File: config.mk
export PLATFORM = sky130hd
export DESIGN_NAME = gpio_pin_ctrl
export DESIGN_NICKNAME = d
export VERILOG_FILES = /design/src/rtl/gpio_pin_ctrl.sv
export SDC_FILE = /design/constraint.sdc
export NUM_CORES = 1
export LEC_CHECK = 0
export BUFFER_PORTS_ARGS = -buffer_cell sky130_fd_sc_hd__buf_2
export CAP_MARGIN = 15
export CELL_PAD_IN_SITES_DETAIL_PLACEMENT = 0
export CELL_PAD_IN_SITES_GLOBAL_PLACEMENT = 1
export CORE_UTILIZATION = 38
export CTS_CLUSTER_DIAMETER = 50
export DETAILED_ROUTE_END_ITERATION = 10
export GPL_TIMING_DRIVEN = 0
export HOLD_SLACK_MARGIN = 0.1
export PLACE_DENSITY_LB_ADDON = 0.1
export SYNTH_ARGS = -nofsm -noshare
export SYNTH_HDL_FRONTEND = slang
export SYNTH_SLANG_ARGS = --single-unit
export TNS_END_PERCENT = 10
File: constraint.sdc
create_clock -name clk -period 2.95 [get_ports clk]
set_clock_uncertainty 0.15 [all_clocks]
set_input_delay 0.4425 -clock clk [delete_from_list [all_inputs] [get_ports clk]]
set_output_delay 0.4425 -clock clk [all_outputs]
set_load 0.01 [all_outputs]
File: src/rtl/gpio_pin_ctrl.sv
// gpio_pin_ctrl: pad-side GPIO stage.
//   Registers the output data/enable toward the pads, synchronises the pad
//   inputs (optionally debounced), detects pin edges into per-pin pending bits
//   gated by the interrupt mask, and raises a single registered irq.
// Optional feature: define GPIO_DEBOUNCE_EN to build per-pin debounce counters.
//   Without it the pin state is the synchroniser output directly.

module gpio_pin_ctrl #(
  parameter int unsigned WIDTH           = 16,
  parameter int unsigned SYNC_STAGES     = 2,
  parameter int unsigned DEBOUNCE_CYCLES = 4
) (
  input  logic             clk,
  input  logic             reset_n,
  input  logic [WIDTH-1:0] pad_in,
  input  logic [WIDTH-1:0] rf_gpio_datareg,
  input  logic [WIDTH-1:0] rf_gpio_tristate,
  input  logic [WIDTH-1:0] rf_gpio_interrupt_mask,
  input  logic [WIDTH-1:0] irq_clear,
  output logic [WIDTH-1:0] ro_gpio_pinstate,
  output logic [WIDTH-1:0] pad_out,
  output logic [WIDTH-1:0] pad_oe,
  output logic [WIDTH-1:0] irq_pending,
  output logic             irq
);

  logic [WIDTH-1:0] pad_out_q;
  logic [WIDTH-1:0] pad_oe_q;
  logic [WIDTH-1:0] sync_q [SYNC_STAGES];
  logic [WIDTH-1:0] sync_out;
  logic [WIDTH-1:0] pinstate;
  logic [WIDTH-1:0] prev_q;
  logic [WIDTH-1:0] pin_edge;
  logic [WIDTH-1:0] pending_q;
  logic [WIDTH-1:0] pending_d;
  logic             irq_q;

  // Output path: tristate=1 means the driver is off, so enable is its inverse.
  always_ff @(posedge clk or negedge reset_n) begin
    if (!reset_n) begin
      pad_out_q <= '0;
      pad_oe_q  <= '0;
    end else begin
      pad_out_q <= rf_gpio_datareg;
      pad_oe_q  <= ~rf_gpio_tristate;
    end
  end

  // Multi-flop synchroniser for the asynchronous pad inputs.
  always_ff @(posedge clk or negedge reset_n) begin
    if (!reset_n) begin
      for (int i = 0; i < SYNC_STAGES; i++) begin
        sync_q[i] <= '0;
      end
    end else begin
      sync_q[0] <= pad_in;
      for (int i = 1; i < SYNC_STAGES; i++) begin
        sync_q[i] <= sync_q[i-1];
      end
    end
  end

  assign sync_out = sync_q[SYNC_STAGES-1];

`ifdef GPIO_DEBOUNCE_EN
  localparam int unsigned CntW = $clog2(DEBOUNCE_CYCLES + 1);
  localparam logic [CntW-1:0] CntMax = CntW'(DEBOUNCE_CYCLES - 1);

  logic [CntW-1:0]  cnt_q [WIDTH];
  logic [WIDTH-1:0] pinstate_q;

  // Debounce: a pin only updates after the synchronised value has differed
  // from the current state for DEBOUNCE_CYCLES consecutive cycles.
  always_ff @(posedge clk or negedge reset_n) begin
    if (!reset_n) begin
      pinstate_q <= '0;
      for (int i = 0; i < WIDTH; i++) begin
        cnt_q[i] <= '0;
      end
    end else begin
      for (int i = 0; i < WIDTH; i++) begin
        if (sync_out[i] == pinstate_q[i]) begin
          cnt_q[i] <= '0;
        end else if (cnt_q[i] == CntMax) begin
          pinstate_q[i] <= sync_out[i];
          cnt_q[i]      <= '0;
        end else begin
          cnt_q[i] <= cnt_q[i] + 1'b1;
        end
      end
    end
  end

  assign pinstate = pinstate_q;
`else
  assign pinstate = sync_out;
`endif

  // Both rising and falling transitions count as an edge.
  assign pin_edge = pinstate ^ prev_q;

  // Pending next state: a new unmasked edge wins over a simultaneous clear;
  // masked edges are dropped rather than deferred.
  always_comb begin
    pending_d = (pending_q & ~irq_clear) | (pin_edge & rf_gpio_interrupt_mask);
  end

  // Edge history, pending bits and the interrupt request.
  always_ff @(posedge clk or negedge reset_n) begin
    if (!reset_n) begin
      prev_q    <= '0;
      pending_q <= '0;
      irq_q     <= 1'b0;
    end else begin
      prev_q    <= pinstate;
      pending_q <= pending_d;
      irq_q     <= |(pending_q & rf_gpio_interrupt_mask);
    end
  end

  assign ro_gpio_pinstate = pinstate;
  assign pad_out          = pad_out_q;
  assign pad_oe           = pad_oe_q;
  assign irq_pending      = pending_q;
  assign irq              = irq_q;

endmodule

* Word-level counts from Yosys, hierarchy flattened
Cells that the tools add are included.
** Storage, ports and cells
- Bits in registers :: 97
- Bits in latches :: 0
- Bits in writable memories :: 0
- ROM bits :: 0
- Bits of input ports :: 82
- Output and inout bits :: 65
- Logic and storage cells :: 15
- Memories kept :: 0
** Cells by class
- $add $sub $neg :: 0
- $mul :: 0
- Divide/modulo/power cells :: 0
- Order comparisons :: 0
- Equal/unequal tests :: 0
- Shift-type cells :: 0
- Muxes and demuxes :: 0
- Bitwise logic cells :: 7
- Reduce and logical (&&, ||, !) cells :: 1
** Operators by type and width (number)
- 16-bit AND :: 3
- 16-bit NOT :: 2
- 16-bit bitwise OR :: 1
- 16-bit OR reduction :: 1
- 16-bit XOR :: 1

* Logic depth before layout (Yosys ltp)
Gate-level depths: netlist (run 1).
- Word-level depth :: 3
- Mapped depth :: 3
- Gate-level depth less buffers :: 3

* Worst setup path after synthesis (run 1)
Ideal clock, no wire load.
- Path kind :: in2reg
- Start :: input rf_gpio_interrupt_mask[8]
- End :: register irq_q (netlist: irq)
- Setup time :: 137 ps
- Arrival time :: 912 ps
- Data required time :: 2663 ps
- Path slack :: 1751 ps
- Stages :: 3
- Path buffers :: 0
- Path through :: a22o_1 -> a221oi_2 -> nand4_1
** Between the ends
- Longest elaborated chain between the ends :: 2
** RTL lines
- start: declaration :: line 18 : input logic [WIDTH-1:0] rf_gpio_interrupt_mask,
- 16-bit AND :: line 117 : irq_q <= |(pending_q & rf_gpio_interrupt_mask);
- 16-bit OR reduction :: line 117
- end signal: assignment :: line 117
- end: declaration :: line 36 : logic irq_q;
No other way between the ends.

* Worst setup path in the final report (run 1)
- Start :: register sync_q (netlist bit ro_gpio_pinstate[8])
- End :: output ro_gpio_pinstate[8]
** RTL lines
- start: declaration :: line 29 : logic [WIDTH-1:0] sync_q [SYNC_STAGES];
- start signal: indexed assignment :: line 58 : sync_q[i] <= sync_q[i-1];
- end: declaration :: line 20 : output logic [WIDTH-1:0] ro_gpio_pinstate,
No word-level cell between the ends.

==> results of run 1 <==
-- power by group through the flow --
| stage | Clock [mW] | Sequential [mW] | Combinational (mW) |
|---|---|---|---|
| 2_1_floorplan | 0 | 1.50 | 0.0790 |
| 3_3_place_gp | 0 | 1.48 | 0.259 |
| 3_5_place_dp | 0 | 1.48 | 0.267 |
| 4_1_cts | 0.956 | 1.46 | 0.326 |
| 5_1_grt | 1.01 | 1.47 | 0.359 |
| 6_report | 0.920 | 1.46 | 0.323 |
-- critical path, delay by kind of cell, from the launching register on --
family | cells | cell delay [ps]
flip-flops | 1 | 410
buffers and inverters | 2 | 270
-- flip-flops by register name (all words and copies together) (netlist names) --
register and cells:
irq 1, irq_pending 16, pad_oe 16, pad_out 16, prev_q 16, ro_gpio_pinstate 16
sync_q 16
-- final cells by class --
type / instances / area share
repair buffers: 204 / 0.282
flip-flops and latches: 97 / 0.514
clock buffers: 10 / 0.0291
multi-input cells: 57 / 0.0808
well taps: 102 / 0.0270
plain buffers: 16 / 0.0254
inverters: 32 / 0.0254
clock inverters: 5 / 0.0169
-- placed cells by master, fill, tap and decap left out, types with 2 or more instances in the layout --
master and count:
sky130_fd_sc_hd__buf_2 145, sky130_fd_sc_hd__dfrtp_1 97, sky130_fd_sc_hd__dlygate4sd3_1 57, sky130_fd_sc_hd__inv_1 32, sky130_fd_sc_hd__buf_4 17, sky130_fd_sc_hd__xor2_1 16, sky130_fd_sc_hd__nand2_1 16, sky130_fd_sc_hd__o21ai_0 16
sky130_fd_sc_hd__clkbuf_8 10, sky130_fd_sc_hd__a22o_1 4, sky130_fd_sc_hd__a221oi_2 4, sky130_fd_sc_hd__bufinv_16 2, sky130_fd_sc_hd__clkinvlp_4 2
-- final timing paths --
| kind | end | start | depth (start not counted) |
|---|---|---|---|
| hold / removal | irq_pending[9]$_DFF_PN0_ | irq_clear[9] | 2 |
| max in group asynchronous | ro_gpio_pinstate[0]$_DFF_PN0_ | reset_n | 3 |
| hold reg to reg | ro_gpio_pinstate[12]$_DFF_PN0_ | sync_q[28]$_DFF_PN0_ | 0 |
| setup / recovery | ro_gpio_pinstate[8] | ro_gpio_pinstate[8]$_DFF_PN0_ | 2 |
| setup reg to reg | irq$_DFF_PN0_ | irq_pending[8]$_DFF_PN0_ | 3 |
| min in group asynchronous | pad_out[13]$_DFF_PN0_ | reset_n | 2 |
-- kinds of logic (layout without fill, tap and decap cells) --
| group | after synthesis | count (layout) | share of synthesized area |
|---|---|---|---|
| buffers and inverters | 48 | 267 | 0.0788 |
| flip-flops | 97 | 97 | 0.796 |
| AND/OR/NAND/NOR | 17 | 17 | 0.0218 |
| XOR/XNOR | 16 | 16 | 0.0460 |
| AO/OA/AOI/OAI | 24 | 24 | 0.0574 |
-- per-layer routing --
layer  track usage  vias to the layer above  wire length, um
met5             0                        -                0
met4        0.0635                        0               94
met2         0.263                       88             3060
met3        0.0436                       10              465
li1              -                     1033                -
met1         0.194                      978             2620
-- Yosys cell counts, drive strengths merged --
| cell | n | area (um^2) |
|---|---|---|
| a22o | 4 | 35.0 |
| dfrtp | 97 | 2430 |
| nand4 | 1 | 6.26 |
| o21ai | 16 | 80.1 |
| nand2 | 16 | 60.1 |
| inv | 32 | 120 |
| buf | 16 | 120 |
| xor2 | 16 | 140 |
| a221oi | 4 | 60.1 |
==> impl_summary.txt, run 1 <==
----------------------------------------------------
[Synth]
  Count of warnings emitted by yosys ... 0
  Synth Net Count ... around 280
  Summed instance area of the synthesized netlist ... 3050 um^2
  Post-synthesis average cell area ... 15.1 um^2
  Count of mapped cells out of synthesis ... approximately 200
  Proportion of synthesized chip area in sequential cells ... 0.796
  Synth cell types ... 9
  Number of register bits inferred by synthesis ... 97

[Floorplan]
  Initial cell density of the core ... 0.395
  Core area ... 7730 um^2
  Count of pins on the block boundary ... around 150
  Rows ... 32
  Total Die Area ... about 8400 um^2
  Overall die width ... roughly 92 um
  Height of the chip ... ~92 um

[Cells and area]
  Total area of sequential cells ... 2430 um^2
  Total of fill cells in the finished design ... around 640
  Net total in the final layout ... 499
  Number of standard cells in the layout, taps in and fillers out ... roughly 520
  Final core utilization ... 0.612
  Post-route cell area ... around 4700 um^2
  Fraction of layout cells with a size suffix above 1 ... 0.432
  Total area of multi-input combinational cells ... 382 um^2
  Number of diodes ... 0
  Area delta synth->final ... 55.0%

[Timing]
  Max transition margin ... 0.689
  Worst-margin pin slew ... 467 ps
  Timing-limited maximum frequency ... about 600 MHz
  Post-layout min period ... approximately 1600 ps
  Hold Slack ... between 100 and 150 ps
  RSZ-0062 raised after global routing ... false
  Slew Viols, Final ... 0
  Finish-stage setup viols ... 0
  Share of the cycle needed by the critical path after routing ... 0.548
  Final setup margin ... roughly 1300 ps
  Total Negative Setup Slacks ... 0 ps
  Count of final hold-check violations ... 0

[Worst hold path]
  Type of the tightest min-delay check ... primary input to register

[Drt]
  DRC violations left ... 0
  First-iteration detailed-routing DRC count ... 84
  Total vias in the final route ... 2109
  Length of the first detailed-routing pass in iterations ... 4
  Final ANT Viol Nets ... 0
  Post-Route WL ... ~6.2 mm
  Average wire per standard cell ... 11.9 um
  Detail-routed via count per cell ... around 4.0

[GRT]
  Pin count of the biggest net entering global routing ... 63
  Global-route wire length before repair ... roughly 10 mm
  Overall routing resource usage ... 0.158
  Antenna violations before repair ... 0
  Remaining global-route overflow ... 0
  Via count of the first global-routing pass ... around 2200

[Power and ir drop]
  Post-layout power ... 2.70 mW
  Internal portion of total power ... 2.09 mW
  Clk pwr share ... 0.341
  Proportion of power drawn by flip-flops and latches ... 0.539
  Leakage ... between 2 and 2.5 nW
  Net switching power ... around 0.61 mW
  Combinational share of power ... 0.120
  Pwr Density ... about 570 nW/um^2
  Worst voltage drop across the vdd grid ... 284 uV
  Fraction of power spent switching nets ... 0.227

[CTS]
  Clock tree from TritonCTS ... done
  Clk_lat worst skew ... 340 ps
  Num CTS Buffers ... 9
  Clock sink count ... 97
  H-tree depth ... 3
  Number of hold buffers added after CTS ... 57
  Root buf cell ... sky130_fd_sc_hd__clkbuf_8
  Setup Fix Bufs, Post-CTS ... 0
  Post-cts sizing count ... 0
  Clock transition at the registers of the reported paths ... ~80 ps
  Max Buffers Root-to-Sink ... 2

[Placed design]
  Dpl ws ... roughly 1500 ps
  Total cell area at the placement stage ... 3940 um^2
  Total placed cells including tap cells ... between 400 and 500
  Quantity of I/O buffers inserted on ports ... about 150
  DPL Wire Length ... slightly below 4 mm
  RD Place Congestion ... slightly below 0.7

[Critical path]
  Critical path, cell by cell ... buf_4, buf_2
  Flop-to-flop setup slack ... approximately 1700 ps
  Delay contributed by the slowest stage of the critical path ... between 400 and 500 ps
  Sort of element at the start of the critical path ... register
  Critical Path Slowest Stage Cell ... sky130_fd_sc_hd__dfrtp_1
  Critical path fanouts, max ... 3
  Classification of the worst setup path ... register to output port
  Arrival @ worst endpoint ... slightly above 1000 ps
  Endpoint kind of the worst setup timing path ... output port
  Data required time at the worst endpoint ... about 2400 ps

[Run status]
  Outcome ... finished, final reports clean

[Run]
  Count of maximum capacitance violations ... 0

----------------------------------------------------
No activity file was read; power rests on OpenSTA's default activity.
==> inputs of run 2 (changes only) <==
CORE_UTILIZATION = 32   (was 38)
clock period = 1.4 ns   (was 2.95 ns; I/O delays follow)
==> run 2 against run 1 <==
  * Global-route usage decreased by 1.3 points
  * Clock power increased by 92%
  * Cell area increased by 6.8%
  * The flow now finishes with violations (setup timing)
  * First-iteration DRC count decreased by 2.4%
  * Critical path depth increased by 3
  * Count of clock-buffer cells in the layout unchanged
  * Combinational power increased by 130%
==> impl_summary.txt, run 2 (same netlist as run 1, synthesis figures left out) <==
----------------------------------------------------
[CTS]
  Clk_lat worst skew ... 350 ps (about the same)
  Max Buffers Root-to-Sink ... 2 (unchanged)
  Num CTS Buffers ... 9 (unchanged)
  Root buf cell ... sky130_fd_sc_hd__clkbuf_8
  H-tree depth ... 3 (unchanged)
  Clock tree from TritonCTS ... done
  Clock sink count ... 97 (unchanged)
  Clock transition at the registers of the reported paths ... 90 ps (about the same)

[Critical path]
  Endpoint kind of the worst setup timing path ... register
  Reg-to-Reg End ... irq$_DFF_PN0_
  Register-to-Register Path Depth ... 3 (unchanged)
  Data required time at the worst endpoint ... 1470 ps (-890 ps)
  Sort of element at the start of the critical path ... primary input
  Arrival @ worst endpoint ... 1470 ps (+450 ps)
  Flop-to-flop setup slack ... 130 ps (-1550 ps)
  Critical path fanouts, max ... 2 (-1)
  Classification of the worst setup path ... primary input to register
  Origin of the critical flop-to-flop path ... irq_pending[13]$_DFF_PN0_

[Cells and area]
  Area delta synth->final ... 65.5%
  Number of standard cells in the layout, taps in and fillers out ... 583 (+11%)
  Final core utilization ... 0.546 (-0.0653)
  Post-route cell area ... 5050 um^2 (+6.8%)
  Net total in the final layout ... 531 (+6.4%)
  Fraction of layout cells with a size suffix above 1 ... 0.416 (-0.0160)
  Number of diodes ... 0 (unchanged)
  Most used cells in the layout excluding fill and tap cells ... sky130_fd_sc_hd__buf_2 (144), sky130_fd_sc_hd__dfrtp_1 (97), sky130_fd_sc_hd__dlygate4sd3_1 (82)
  Total of fill cells in the finished design ... 820 (+29%)
  Most frequent standard cell in the layout excluding fill and tap cells ... sky130_fd_sc_hd__buf_2

[Timing]
  Timing-limited maximum frequency ... just over 700 MHz
  Finish-stage setup viols ... 1 (+1)
  Count of final hold-check violations ... 0 (unchanged)
  Max transition margin ... 0.686 (-0.00290)
  Total Negative Setup Slacks ... -3.01 ps (-3.01 ps)
  RSZ-0062 raised after global routing ... true
  Share of the cycle needed by the critical path after routing ... 1.00
  Worst-margin pin slew ... 471 ps (+4.34 ps)
  Slew Viols, Final ... 0 (unchanged)
  Final setup margin ... -3.01 ps (-1340 ps)
  Post-layout min period ... 1400 ps

[Power and ir drop]
  Leakage ... 2.59 nW (+5.5%)
  Worst voltage drop across the vdd grid ... 579 uV (+100%)
  Pwr Density ... 1110 nW/um^2 (+94%)

[GRT]
  Pin count of the biggest net entering global routing ... 64 (+1.6%)
  Via count of the first global-routing pass ... 2498 (+15%)
  Global-route wire length before repair ... 11.0 mm (+9.0%)
  Remaining global-route overflow ... 0 (unchanged)
  Antenna violations before repair ... 0 (unchanged)
  Overall routing resource usage ... 0.145 (-0.0125)

[Placed design]
  Total cell area at the placement stage ... 3970 um^2 (+0.86%)
  RD Place Congestion ... 0.733 (+6.3%)
  Total placed cells including tap cells ... 478 (+6.0%)
  Quantity of I/O buffers inserted on ports ... 146 (unchanged)
  DPL Wire Length ... 4.28 mm (+9.9%)
  Dpl ws ... 122 ps (-1360 ps)

[Drt]
  Total vias in the final route ... 2293 (+8.7%)
  Detail-routed via count per cell ... 3.93 (-2.5%)
  First-iteration detailed-routing DRC count ... 82 (-2.4%)
  Post-Route WL ... 6.71 mm (+7.6%)
  Average wire per standard cell ... 11.5 um (-3.5%)
  Length of the first detailed-routing pass in iterations ... 3 (-1)
  Final ANT Viol Nets ... 0 (unchanged)
  DRC violations left ... 0 (unchanged)

[Floorplan]
  Count of pins on the block boundary ... 147 (unchanged)
  Core area ... 9240 um^2 (+20%)
  Height of the chip ... 99.6 um (+8.8%)
  Overall die width ... 99.6 um (+8.8%)
  Initial cell density of the core ... 0.330 (-0.0646)
  Total Die Area ... 9920 um^2 (+18%)
  Rows ... 35 (+9.4%)

[Run status]
  Violations in the final reports ... setup timing
  Outcome ... finished with violations

[Run]
  Count of maximum capacitance violations ... 0 (unchanged)

[Worst hold path]
  Type of the tightest min-delay check ... primary input to async pin

----------------------------------------------------
[run 2: cell types whose count changed in the layout (fill, tap and decap cells not counted)]
cell / before / now
sky130_fd_sc_hd__buf_6: 0 / 2
sky130_fd_sc_hd__clkbuf_8: 10 / 9
sky130_fd_sc_hd__clkinv_2: 1 / 2
sky130_fd_sc_hd__buf_4: 17 / 23
sky130_fd_sc_hd__clkinvlp_4: 2 / 1
sky130_fd_sc_hd__clkbuf_1: 0 / 1
sky130_fd_sc_hd__dlygate4sd3_1: 57 / 82
sky130_fd_sc_hd__bufinv_16: 2 / 1
sky130_fd_sc_hd__buf_2: 145 / 144
sky130_fd_sc_hd__inv_6: 0 / 2
[run 2: per-layer routing]
metal	wire length, um	vias to the layer above	GRT usage	share of wire
met2	3570	88	0.259	0.53
met5	0	-	0	0
met4	171	0	0.0781	0.025
li1	-	1098	-	-
met1	2580	1092	0.159	0.38
met3	392	15	0.0365	0.058
[run 2: repair_timing]
item / in CTS / in global routing
endpoints found under the setup margin: 16 / 16
buffers inserted: 1 / 6
endpoints found under the hold margin: 127 / 0
gates resized for setup: 0 / 2
hold buffers: 82 / 0
[run 2: worst max-delay path by stage]
stage,startpoint,to,slack [ps],depth (start not counted)
floorplan,irq_pending[8]$_DFF_PN0_,irq$_DFF_PN0_,230,3
global placement,reset_n,pad_out[7]$_DFF_PN0_,-1050,1
detailed placement,irq_pending[8]$_DFF_PN0_,irq$_DFF_PN0_,120,3
CTS,ro_gpio_pinstate[3]$_DFF_PN0_,ro_gpio_pinstate[3],-20,2
global route,ro_gpio_pinstate[14]$_DFF_PN0_,ro_gpio_pinstate[14],-30,2
finish,rf_gpio_interrupt_mask[13],irq$_DFF_PN0_,-3,5
[run 2: where the power goes]
group | internal [mW] | switching, mW
combinational | 0.439 | 0.318
sequential | 2.97 | 0.0927
clock | 0.834 | 0.939
[run 2: layout make-up]
type                            count  area (um^2)  area share
Multi-Input combinational cell     57          382      0.0756
Tap cell                          129          161      0.0320
Inverter                           32          120      0.0238
Clock buffer                       10          128      0.0253
Clock inverter                      6         65.1      0.0129
Timing Repair Buffer              236         1640       0.325
Buffer                             16          124      0.0245
Sequential cell                    97         2430       0.481
[run 2: worst max-delay path: stages]
cell	delay [ps]
sky130_fd_sc_hd__dlygate4sd3_1	530
sky130_fd_sc_hd__buf_2	130
sky130_fd_sc_hd__a22o_1	240
sky130_fd_sc_hd__a221oi_2	240
sky130_fd_sc_hd__nand4_1	120
[run 2: metrics by stage]
| step | hold slack (ps) | power [mW] |
|---|---|---|
| detailed placement | 53.3 | 3.69 |
| global placement | 168 | 3.68 |
| floorplan | -236 | 3.34 |
| global route | 200 | 5.89 |
| finish | 197 | 5.60 |
| CTS | 194 | 5.68 |
==> inputs of run 3 (changes only) <==
CORE_UTILIZATION = 35   (was 32)
SKIP_LAST_GASP = 1   (was default)
clock period = 1.6 ns   (was 1.4 ns; I/O delays follow)
==> run 3 against run 2 <==
  * The run now ends clean
  * Critical endpoint is now irq_pending[7]$_DFF_PN0_
  * Non-clock buffer count is the same
  * Count of clock-buffer cells in the layout is the same
  * Flip-flop and latch count is the same
  * Hold slack lost 70 ps
  * Cell count shrank 4.1%
==> impl_summary.txt, run 3 (same netlist as run 1, synthesis figures left out) <==
----------------------------------------------------
[Critical path]
  Flop-to-flop setup slack ... 80 ps (-50 ps)
  Arrival @ worst endpoint ... 1600 ps (+130 ps)
  Cell repeated most along the worst path ... sky130_fd_sc_hd__dlygate4sd3_1
  Register-to-Register Path Depth ... 4 (+1)
  Classification of the worst setup path ... primary input to register
  Critical Path Slowest Stage Cell ... sky130_fd_sc_hd__dlygate4sd3_1
  Sort of element at the start of the critical path ... primary input
  Origin of the critical flop-to-flop path ... ro_gpio_pinstate[4]$_DFF_PN0_
  Data required time at the worst endpoint ... 1680 ps (+210 ps)
  Endpoint kind of the worst setup timing path ... register
  Reg-to-Reg End ... irq_pending[4]$_DFF_PN0_
  Critical path fanouts, max ... 2 (unchanged)
  Critical path, cell by cell ... dlygate4sd3_1, buf_2, nand2_1, o21ai_0, dlygate4sd3_1
  Delay contributed by the slowest stage of the critical path ... 560 ps (+30 ps)

[Timing]
  Worst-margin pin slew ... 491 ps (+19.3 ps)
  Finish-stage setup viols ... 0 (-1)
  Count of final hold-check violations ... 0 (unchanged)
  Max transition margin ... 0.673 (-0.0129)
  Post-layout min period ... ~1500 ps
  Timing-limited maximum frequency ... ~660 MHz
  Total Negative Setup Slacks ... 0 ps (+3.01 ps)
  Slew Viols, Final ... 0 (unchanged)
  RSZ-0062 raised after global routing ... false
  Hold Slack ... 126 ps (-70.2 ps)
  Share of the cycle needed by the critical path after routing ... 0.950

[Run status]
  Outcome ... finished, final reports clean

[Power and ir drop]
  Post-layout power ... 4.85 mW (-13%)
  Fraction of power spent switching nets ... 0.248 (+0.00651)
  Leakage ... 2.59 nW (about the same)
  Net switching power ... 1.20 mW (-11%)
  Proportion of power drawn by flip-flops and latches ... 0.554 (+0.006)
  Pwr Density ... 965 nW/um^2 (-13%)
  Clk pwr share ... 0.302 (-0.015)
  Internal portion of total power ... 3.65 mW (-14%)
  Combinational share of power ... 0.144 (+0.009)
  Worst voltage drop across the vdd grid ... 589 uV (+1.7%)

[Cells and area]
  Most used cells in the layout excluding fill and tap cells ... sky130_fd_sc_hd__buf_2 (145), sky130_fd_sc_hd__dfrtp_1 (97), sky130_fd_sc_hd__dlygate4sd3_1 (89)
  Area delta synth->final ... 64.6%
  Number of diodes ... 0 (unchanged)
  Final core utilization ... 0.602 (+0.0556)
  Net total in the final layout ... 531 (unchanged)
  Most frequent standard cell in the layout excluding fill and tap cells ... sky130_fd_sc_hd__buf_2
  Post-route cell area ... 5020 um^2 (-0.55%)
  Fraction of layout cells with a size suffix above 1 ... 0.403 (-0.0132)

[GRT]
  Overall routing resource usage ... 0.151 (+0.00580)
  Antenna violations before repair ... 0 (unchanged)
  Global-route wire length before repair ... 10.2 mm (-6.8%)
  Remaining global-route overflow ... 0 (unchanged)
  Via count of the first global-routing pass ... 2320 (-7.1%)
  Pin count of the biggest net entering global routing ... 59 (-7.8%)

[Floorplan]
  Overall die width ... 95.3 um (-4.3%)
  Height of the chip ... 95.3 um (-4.3%)
  Total Die Area ... 9090 um^2 (-8.4%)
  Count of pins on the block boundary ... 147 (unchanged)
  Initial cell density of the core ... 0.366 (+0.0356)
  Core area ... 8340 um^2 (-9.7%)
  Rows ... 33 (-5.7%)

[Worst hold path]
  Worst Hold End ... irq$_DFF_PN0_
  Type of the tightest min-delay check ... primary input to register
  Cell count of the worst hold path ... 4
  Hold Crit Start ... rf_gpio_interrupt_mask[0]

[Drt]
  Length of the first detailed-routing pass in iterations ... 4 (+1)
  Detail-routed via count per cell ... 4.04 (+2.8%)
  Final ANT Viol Nets ... 0 (unchanged)
  Average wire per standard cell ... 11.7 um (+1.4%)
  DRC violations left ... 0 (unchanged)
  Total vias in the final route ... 2260 (-1.4%)
  First-iteration detailed-routing DRC count ... 38 (-54%)
  Post-Route WL ... 6.52 mm (-2.8%)

[Run]
  Count of maximum capacitance violations ... 0 (unchanged)

[Placed design]
  DPL Wire Length ... 4.19 mm (-2.1%)
  Total cell area at the placement stage ... 3940 um^2 (-0.76%)
  RD Place Congestion ... 0.679 (-7.4%)
  Quantity of I/O buffers inserted on ports ... 146 (unchanged)

[CTS]
  Clk_lat worst skew ... 340 ps (about the same)
  H-tree depth ... 3 (unchanged)
  Max Buffers Root-to-Sink ... 2 (unchanged)
  Num CTS Buffers ... 9 (unchanged)
  Post-cts sizing count ... 0 (unchanged)
  Clock tree from TritonCTS ... done
  Clock transition at the registers of the reported paths ... 90 ps (about the same)
  Clock sink count ... 97 (unchanged)
  Root buf cell ... sky130_fd_sc_hd__clkbuf_8

----------------------------------------------------
-- run 3: cell count changes in the layout (fill, tap and decap cells not counted), sizes merged --
cell and delta:
buf -7, clkinv +1, dlygate4sd3 +7, bufinv -1
-- run 3: how the worst max path moves through the flow --
| stage | cells after the start | startpoint | endpoint |
|---|---|---|---|
| finish | 5 | rf_gpio_interrupt_mask[7] | irq_pending[7]$_DFF_PN0_ |
| global route | 4 | ro_gpio_pinstate[9]$_DFF_PN0_ | irq_pending[9]$_DFF_PN0_ |
| CTS | 4 | ro_gpio_pinstate[4]$_DFF_PN0_ | irq_pending[4]$_DFF_PN0_ |
| detailed placement | 3 | irq_pending[8]$_DFF_PN0_ | irq$_DFF_PN0_ |
| global placement | 1 | reset_n | irq_pending[10]$_DFF_PN0_ |
| floorplan | 3 | irq_pending[8]$_DFF_PN0_ | irq$_DFF_PN0_ |
-- run 3: layout make-up --
class,instances,area (um^2)
plain buffers,16,120
clock buffers,10,138
clock inverters,6,50.0
fillers,687,3320
inverters,32,120
multi-input cells,57,382
flip-flops and latches,97,2430
well taps,105,131
repair buffers,236,1650
-- run 3: power groups by stage --
stage	sequential, mW	clock (mW)	combinational, mW
floorplan	2.77	0	0.146
finish	2.69	1.46	0.696
global placement	2.73	0	0.483
detailed placement	2.74	0	0.496
global route	2.71	1.64	0.773
CTS	2.69	1.54	0.702
-- run 3: what timing repair did --
item | CTS | global route
hold buffers | 89 | 0
buffers inserted | 0 | 0
endpoints found under the setup margin | 0 | 0
hold endpoints to repair | 104 | 0
-- run 3: metal layers --
metal / vias up / routed length (um) / track usage
met5: - / 0 / 0
met1: 1064 / 2630 / 0.172
met4: 0 / 93 / 0.0657
met3: 8 / 464 / 0.0463
li1: 1103 / - / -
met2: 85 / 3340 / 0.261
-- run 3: critical path, delay by kind of cell --
family	cells	cell delay, ps
simple gates	1	50
compound gates	1	70
buf+inv	3	1240
-- run 3: per-stage QoR --
step	std cells	setup WS, ps
floorplan	202	435
global placement	453	-840
detailed placement	454	312
CTS	559	82.7
global route	559	11.8
finish	559	79.9
